--- config.mk ---
export PLATFORM = sky130hd
export DESIGN_NAME = poly_ram_streamer_flat
export DESIGN_NICKNAME = d
export VERILOG_FILES = /design/src/rtl/poly_ram_streamer_if.sv /design/src/rtl/poly_ram_streamer.sv /design/src/flat_wrapper.sv
export SDC_FILE = /design/constraint.sdc
export NUM_CORES = 1
export LEC_CHECK = 0
export CORE_MARGIN = 2
export CORE_UTILIZATION = 61
export CTS_BUF_LIST = sky130_fd_sc_hd__clkbuf_16
export DETAILED_ROUTE_END_ITERATION = 6
export GPL_TIMING_DRIVEN = 0
export MAX_ROUTING_LAYER = met4
export PLACE_DENSITY = 0.86
export REMOVE_ABC_BUFFERS = 1
export SLEW_MARGIN = 5
export SYNTH_ARGS = -nofsm -noshare
export SYNTH_HDL_FRONTEND = slang
export SYNTH_SLANG_ARGS = --single-unit
--- constraint.sdc ---
create_clock -name clk -period 7.9 [get_ports clk]
set_input_delay 1.58 -clock clk [delete_from_list [all_inputs] [get_ports clk]]
set_output_delay 1.58 -clock clk [all_outputs]
set_load 0.01 [all_outputs]
--- src/rtl/poly_ram_streamer_if.sv ---
// Stream/RAM bundle for poly_ram_streamer.
// master: the streamer side (drives RAM port and output stream).
// slave : the environment side (RAM model, stream sink, control).
interface poly_ram_streamer_if #(
  parameter int ADDR_W = 11
);
  logic              start;
  logic [ADDR_W-1:0] base_addr;
  logic              busy;
  logic              done;
  logic              ram_en;
  logic [ADDR_W-1:0] ram_addr;
  logic              ram_we;
  logic [15:0]       ram_dout;
  logic [15:0]       m_data;
  logic              m_valid;
  logic              m_ready;

  modport master (
    input  start, base_addr, ram_dout, m_ready,
    output busy, done, ram_en, ram_addr, ram_we, m_data, m_valid
  );

  modport slave (
    output start, base_addr, ram_dout, m_ready,
    input  busy, done, ram_en, ram_addr, ram_we, m_data, m_valid
  );
endinterface

--- src/rtl/poly_ram_streamer.sv ---
// poly_ram_streamer: fetches N consecutive 16-bit coefficients from one RAM
// port and presents them as a valid/ready stream. A small FIFO plus a
// read-credit check (FIFO occupancy + read in flight) absorbs the 1-cycle RAM
// latency so back-pressure never drops or duplicates a beat.
// Optional feature macro: BITREV_EN (read k uses base_addr + bitrev(k)).
module poly_ram_streamer #(
  parameter int N      = 1024,
  parameter int ADDR_W = 11,
  parameter int FIFO_D = 4
) (
  input  logic                clk,
  input  logic                rst,
  poly_ram_streamer_if.master bus
);
  localparam int CW    = $clog2(FIFO_D) + 1;
  localparam int PW    = $clog2(FIFO_D);
  localparam int LOG2N = $clog2(N);
  localparam logic [ADDR_W:0] NUM      = (ADDR_W+1)'(N);
  localparam logic [ADDR_W:0] LAST_IDX = (ADDR_W+1)'(N - 1);
  localparam logic [CW:0]     DEPTH    = (CW+1)'(FIFO_D);

  typedef enum logic [1:0] {IDLE = 2'd0, FETCH = 2'd1, DRAIN = 2'd2} state_t;

  state_t            state_r, state_s;
  logic [ADDR_W-1:0] base_r;
  logic [ADDR_W:0]   issued_r, sent_r;
  logic              inflight_r, done_r;
  logic [15:0]       mem_r [FIFO_D];
  logic [PW-1:0]     wr_ptr_r, rd_ptr_r;
  logic [CW-1:0]     count_r;
  logic              issue_s, pop_s, last_s, start_ok_s, valid_s;
  logic [CW:0]       occ_s;
  logic [ADDR_W-1:0] offset_s;

`ifdef BITREV_EN
  // Reverse the low log2(N) bits of the read index.
  function automatic logic [ADDR_W-1:0] bitrev(input logic [ADDR_W:0] k);
    logic [ADDR_W-1:0] r;
    r = '0;
    for (int i = 0; i < LOG2N; i++) begin
      r[LOG2N-1-i] = k[i];
    end
    return r;
  endfunction
  assign offset_s = bitrev(issued_r);
`else
  assign offset_s = issued_r[ADDR_W-1:0];
`endif

  // Credit: slots already committed, minus a slot freed by a pop this cycle.
  assign valid_s = (count_r != '0);
  assign pop_s   = valid_s && bus.m_ready;
  assign occ_s   = {1'b0, count_r} + (CW+1)'(inflight_r) - (CW+1)'(pop_s);

  assign bus.ram_en   = issue_s;
  assign bus.ram_addr = base_r + offset_s;
  assign bus.ram_we   = 1'b0;
  assign bus.busy     = (state_r != IDLE);
  assign bus.done     = done_r;
  assign bus.m_valid  = valid_s;
  assign bus.m_data   = valid_s ? mem_r[rd_ptr_r] : 16'd0;

  // FSM state register.
  always_ff @(posedge clk or posedge rst) begin
    if (rst) begin
      state_r <= IDLE;
    end else begin
      state_r <= state_s;
    end
  end

  // FSM next-state logic.
  always_comb begin
    state_s = state_r;
    case (state_r)
      IDLE:    if (start_ok_s) state_s = FETCH; else state_s = IDLE;
      FETCH:   if (issue_s && (issued_r == LAST_IDX)) state_s = DRAIN; else state_s = FETCH;
      DRAIN:   if (last_s) state_s = IDLE; else state_s = DRAIN;
      default: state_s = IDLE;
    endcase
  end

  // FSM outputs: accept start, issue reads, detect the last accepted beat.
  always_comb begin
    start_ok_s = 1'b0;
    issue_s    = 1'b0;
    last_s     = 1'b0;
    case (state_r)
      IDLE:    start_ok_s = bus.start;
      FETCH:   issue_s    = (issued_r < NUM) && (occ_s < DEPTH);
      DRAIN:   last_s     = pop_s && (sent_r == LAST_IDX);
      default: start_ok_s = 1'b0;
    endcase
  end

  // Transfer counters, base latch, in-flight flag and done pulse.
  always_ff @(posedge clk or posedge rst) begin
    if (rst) begin
      base_r     <= '0;
      issued_r   <= '0;
      sent_r     <= '0;
      inflight_r <= 1'b0;
      done_r     <= 1'b0;
    end else begin
      if (start_ok_s) begin
        base_r   <= bus.base_addr;
        issued_r <= '0;
        sent_r   <= '0;
      end else begin
        if (issue_s) issued_r <= issued_r + (ADDR_W+1)'(1);
        if (pop_s)   sent_r   <= sent_r + (ADDR_W+1)'(1);
      end
      inflight_r <= issue_s;
      done_r     <= last_s;
    end
  end

  // Output FIFO: push RAM data one cycle after the read, pop on handshake.
  always_ff @(posedge clk or posedge rst) begin
    if (rst) begin
      for (int i = 0; i < FIFO_D; i++) begin
        mem_r[i] <= 16'd0;
      end
      wr_ptr_r <= '0;
      rd_ptr_r <= '0;
      count_r  <= '0;
    end else begin
      if (inflight_r) begin
        mem_r[wr_ptr_r] <= bus.ram_dout;
        wr_ptr_r        <= wr_ptr_r + PW'(1);
      end
      if (pop_s) begin
        rd_ptr_r <= rd_ptr_r + PW'(1);
      end
      count_r <= count_r + CW'(inflight_r) - CW'(pop_s);
    end
  end
endmodule

--- src/flat_wrapper.sv ---
// flat-port wrapper written by rule: the top's interface ports become plain ports
module poly_ram_streamer_flat 
#(
  parameter int N      = 1024,
  parameter int ADDR_W = 11,
  parameter int FIFO_D = 4
)
  (clk, rst, bus_start, bus_base_addr, bus_ram_dout, bus_m_ready, bus_busy, bus_done, bus_ram_en, bus_ram_addr, bus_ram_we, bus_m_data, bus_m_valid);
  poly_ram_streamer_if #(.ADDR_W(ADDR_W)) bus_i ();
  input  logic clk;
  input  logic rst;
  input wire logic [$bits(bus_i.start)-1:0] bus_start;
  input wire logic [$bits(bus_i.base_addr)-1:0] bus_base_addr;
  input wire logic [$bits(bus_i.ram_dout)-1:0] bus_ram_dout;
  input wire logic [$bits(bus_i.m_ready)-1:0] bus_m_ready;
  output wire logic [$bits(bus_i.busy)-1:0] bus_busy;
  output wire logic [$bits(bus_i.done)-1:0] bus_done;
  output wire logic [$bits(bus_i.ram_en)-1:0] bus_ram_en;
  output wire logic [$bits(bus_i.ram_addr)-1:0] bus_ram_addr;
  output wire logic [$bits(bus_i.ram_we)-1:0] bus_ram_we;
  output wire logic [$bits(bus_i.m_data)-1:0] bus_m_data;
  output wire logic [$bits(bus_i.m_valid)-1:0] bus_m_valid;
  assign bus_i.start = bus_start;
  assign bus_i.base_addr = bus_base_addr;
  assign bus_i.ram_dout = bus_ram_dout;
  assign bus_i.m_ready = bus_m_ready;
  assign bus_busy = bus_i.busy;
  assign bus_done = bus_i.done;
  assign bus_ram_en = bus_i.ram_en;
  assign bus_ram_addr = bus_i.ram_addr;
  assign bus_ram_we = bus_i.ram_we;
  assign bus_m_data = bus_i.m_data;
  assign bus_m_valid = bus_i.m_valid;
  poly_ram_streamer #(.N(N), .ADDR_W(ADDR_W), .FIFO_D(FIFO_D)) u_core (.clk(clk), .rst(rst), .bus(bus_i));
endmodule
==> results.tsv <==
metric	value	unit
CTS tree	yes	
reg2reg path depth	12	
WL/cell	17.5	um
critical path's largest stage delay	0.60	ns
status	completed	
Top cell by count, worst path	inv_1	
vias per inst	5.81	
Levels on crit path	12	
peak fanout along the critical path	7	
power per cell area	401	mW/mm^2
worst hold path type	register to register	
Hold Violations, Final	0	
Worst EP arrival	4.93	ns
global routing's busiest layer	met2	
Post-synth EDFFs	0	
largest net degree at the start of global routing	73	
GP Congestion	0.791	
Antenna diodes	0	
worst slew pin tran	1.01	ns
Worst Setup EP	bus_ram_en	
H-tree levels	3	
fmax	0.154	GHz
Synth async-reset ratio	1.00	
Die W	98.7	um
Yosys top cell area share	0.503	
total CTS buffers	9	
minimum clock period	6.51	ns
CP required	6.32	ns
flops & latches, synth	110	
vias in the first global route	3801	
relative slew slack	0.325	
crit path kind	primary input to output port	
# nets final	558	
crit share post-route	0.824	
die height	98.7	um
Peak VDD IR	0.167	mV
Synth Area per Inst	12.2	um^2
first-pass GRT wire length	18.5	mm
row count	34	
synth-to-layout area growth	18.3	%
DR vias	3593	
initial antenna violation count	0	
RSZ-0062 raised after global routing	false	
DRC Markers	0	
Clock transition at path regs	0.07	ns
synth warn	0	
Overflow after GRT	0	
Cells after Synth	449	
RR Startpoint	u_core.count_r[1]	
CP Capture Type	output port	
reg2reg end	u_core.state_r[1]	
MaxCap Viol Count	0	
Hold-fix buffers, CTS	0	
Routed Antenna Nets	0	
register area share after synthesis	0.503	
clk_lat worst skew	0.34	ns
postcts setup bufs	0	
gr usage total	0.245	
Main synth FF type	dfrtp_1	
dpl hpwl	7.09	mm
Worst Skew	0.00831	ns
CP Launch Type	primary input	
die area	0.00975	mm^2
DRT Wirelength	10.8	mm
r2r setup slk	4.01	ns
most frequent cells in the layout	dfrtp_1, mux2_2, clkdlybuf4s50_1	
input/output buffers	61	
CTS root buf	clkbuf_16	
cell family with most CP delay	buffers and inverters	
CP max-delay cell	clkdlybuf4s50_1	
Synth area leaders	dfrtp_1, mux2_2, mux4_2	
Slew Viols, Final	0	
met1 Use GR	0.318	
WP buf/inv	5	
P_leak	2.83	nW
setup_tns	0	ns
post-synth cell types	44	
post-CTS sizing	0	
worst-path cell chain	clkdlybuf4s50_1, o31ai_1, inv_1, ha_1, inv_1, ha_1, inv_1, fa_1, xnor2_1, a211o_4, nor2_1, clkdlybuf4s50_1	
share of cells above drive strength 1	0.214	
Clock Tree Buf Depth	2	
initial core utilization	0.628	
CORE AREA	0.00872	mm^2
setup violators final	0	
Synth Cell Area	0.00547	mm^2
largest area contributor in the synthesized netlist	dfrtp_1	
most common cell after layout, fill and taps aside	dfrtp_1	
total iterations of the first detailed-routing run	4	
met3 usage	0.0468	
met2 Use GR	0.404	
Initial DRC Count	107	
CP Launch Point	bus_m_ready	
CTS Sinks	110	
total chip power	0.00260	W
Ports	63	
how the worst min path moves through the flow:
| stage | slack [ns] | from | depth (start not counted) | endpoint |
|---|---|---|---|---|
| after floorplan | 0.45 | u_core.issued_r[11] | 1 | u_core.issued_r[11] |
| after global placement | 0.46 | u_core.issued_r[11] | 1 | u_core.issued_r[11] |
| after detailed placement | 0.47 | u_core.base_r[7] | 2 | u_core.base_r[7] |
| after CTS | 0.49 | u_core.base_r[7] | 2 | u_core.base_r[7] |
| after global routing | 0.50 | u_core.issued_r[11] | 1 | u_core.issued_r[11] |
| final | 0.48 | u_core.base_r[7] | 2 | u_core.base_r[7] |
Yosys cell counts (all sizes together), types with 2 or more instances:
master	instances
fa	2
o21a	3
xnor2	17
a211o	2
nand2b	2
nor4	2
a31o	3
or2	2
nand3	11
inv	20
o2111ai	2
ha	20
nor3b	2
clkbuf	17
and2	20
nor3	3
o21ai	5
and4	2
mux2	64
nand2	50
mux4	16
dfrtp	110
or3	3
a21oi	10
and3	4
nand4	7
nor2b	3
xor2	13
nor2	23
metal layers:
| layer | vias up | share of wire |
|---|---|---|
| met5 | - | 0 |
| met4 | 0 | 0.0078 |
| met3 | 9 | 0.037 |
| met2 | 85 | 0.53 |
| met1 | 1829 | 0.42 |
| li1 | 1670 | - |
registers in the layout, indices dropped and copies added (netlist names):
name               count
u_core.issued_r       12
u_core.sent_r         12
u_core.mem_r          64
u_core.inflight_r      1
u_core.wr_ptr_r        2
u_core.state_r         2
u_core.bus.done        1
u_core.base_r         11
u_core.rd_ptr_r        2
u_core.count_r         3
through the flow:
stage	area (um^2)	worst slack, ns	cells	utilization	hold WS (ns)
5_1_grt	6480	1.19	618	0.743	0.501
2_1_floorplan	5400	2.71	431	-	0.445
4_1_cts	6480	1.37	618	0.743	0.487
3_5_place_dp	6210	1.39	602	0.712	0.470
3_3_place_gp	6150	1.49	600	0.705	0.462
6_report	6480	1.39	618	0.743	0.483
cell families (layout without fill, tap and decap cells):
group                      Yosys count  count (layout)  synth area share
adders and majority gates           22              22            0.0530
and+or+nand+nor                    136             136             0.128
muxes                               81              81             0.199
DFF                                110             110             0.503
buffers and inverters               38              99            0.0267
AOI/OAI and AO/OA                   31              31            0.0414
xor gates and xnor gates            30              30            0.0480
other                                1               1          0.000685
area by class of cell:
type                    count  area (um^2)
clock buffers               9          225
clock inverters             7         42.5
fillers                   589         2240
inverters                  20         77.6
multi-input cells         301         2580
flip-flops and latches    110         2750
well taps                 108          135
repair buffers             63          666
tightest hold or removal path, cell delays in order, from the launching register on:
cell	delay, ns
dfrtp_1	0.35
nand2_1	0.05
nand2_1	0.06
power breakdown:
group	switching (W)	internal [W]	total, W
clock network	0.000199	0.000211	0.000410
registers	0.000192	0.000793	0.000985
logic	0.000475	0.000727	0.00120
total	0.000867	0.00173	0.00260
No activity file was read; power rests on OpenSTA's default activity.
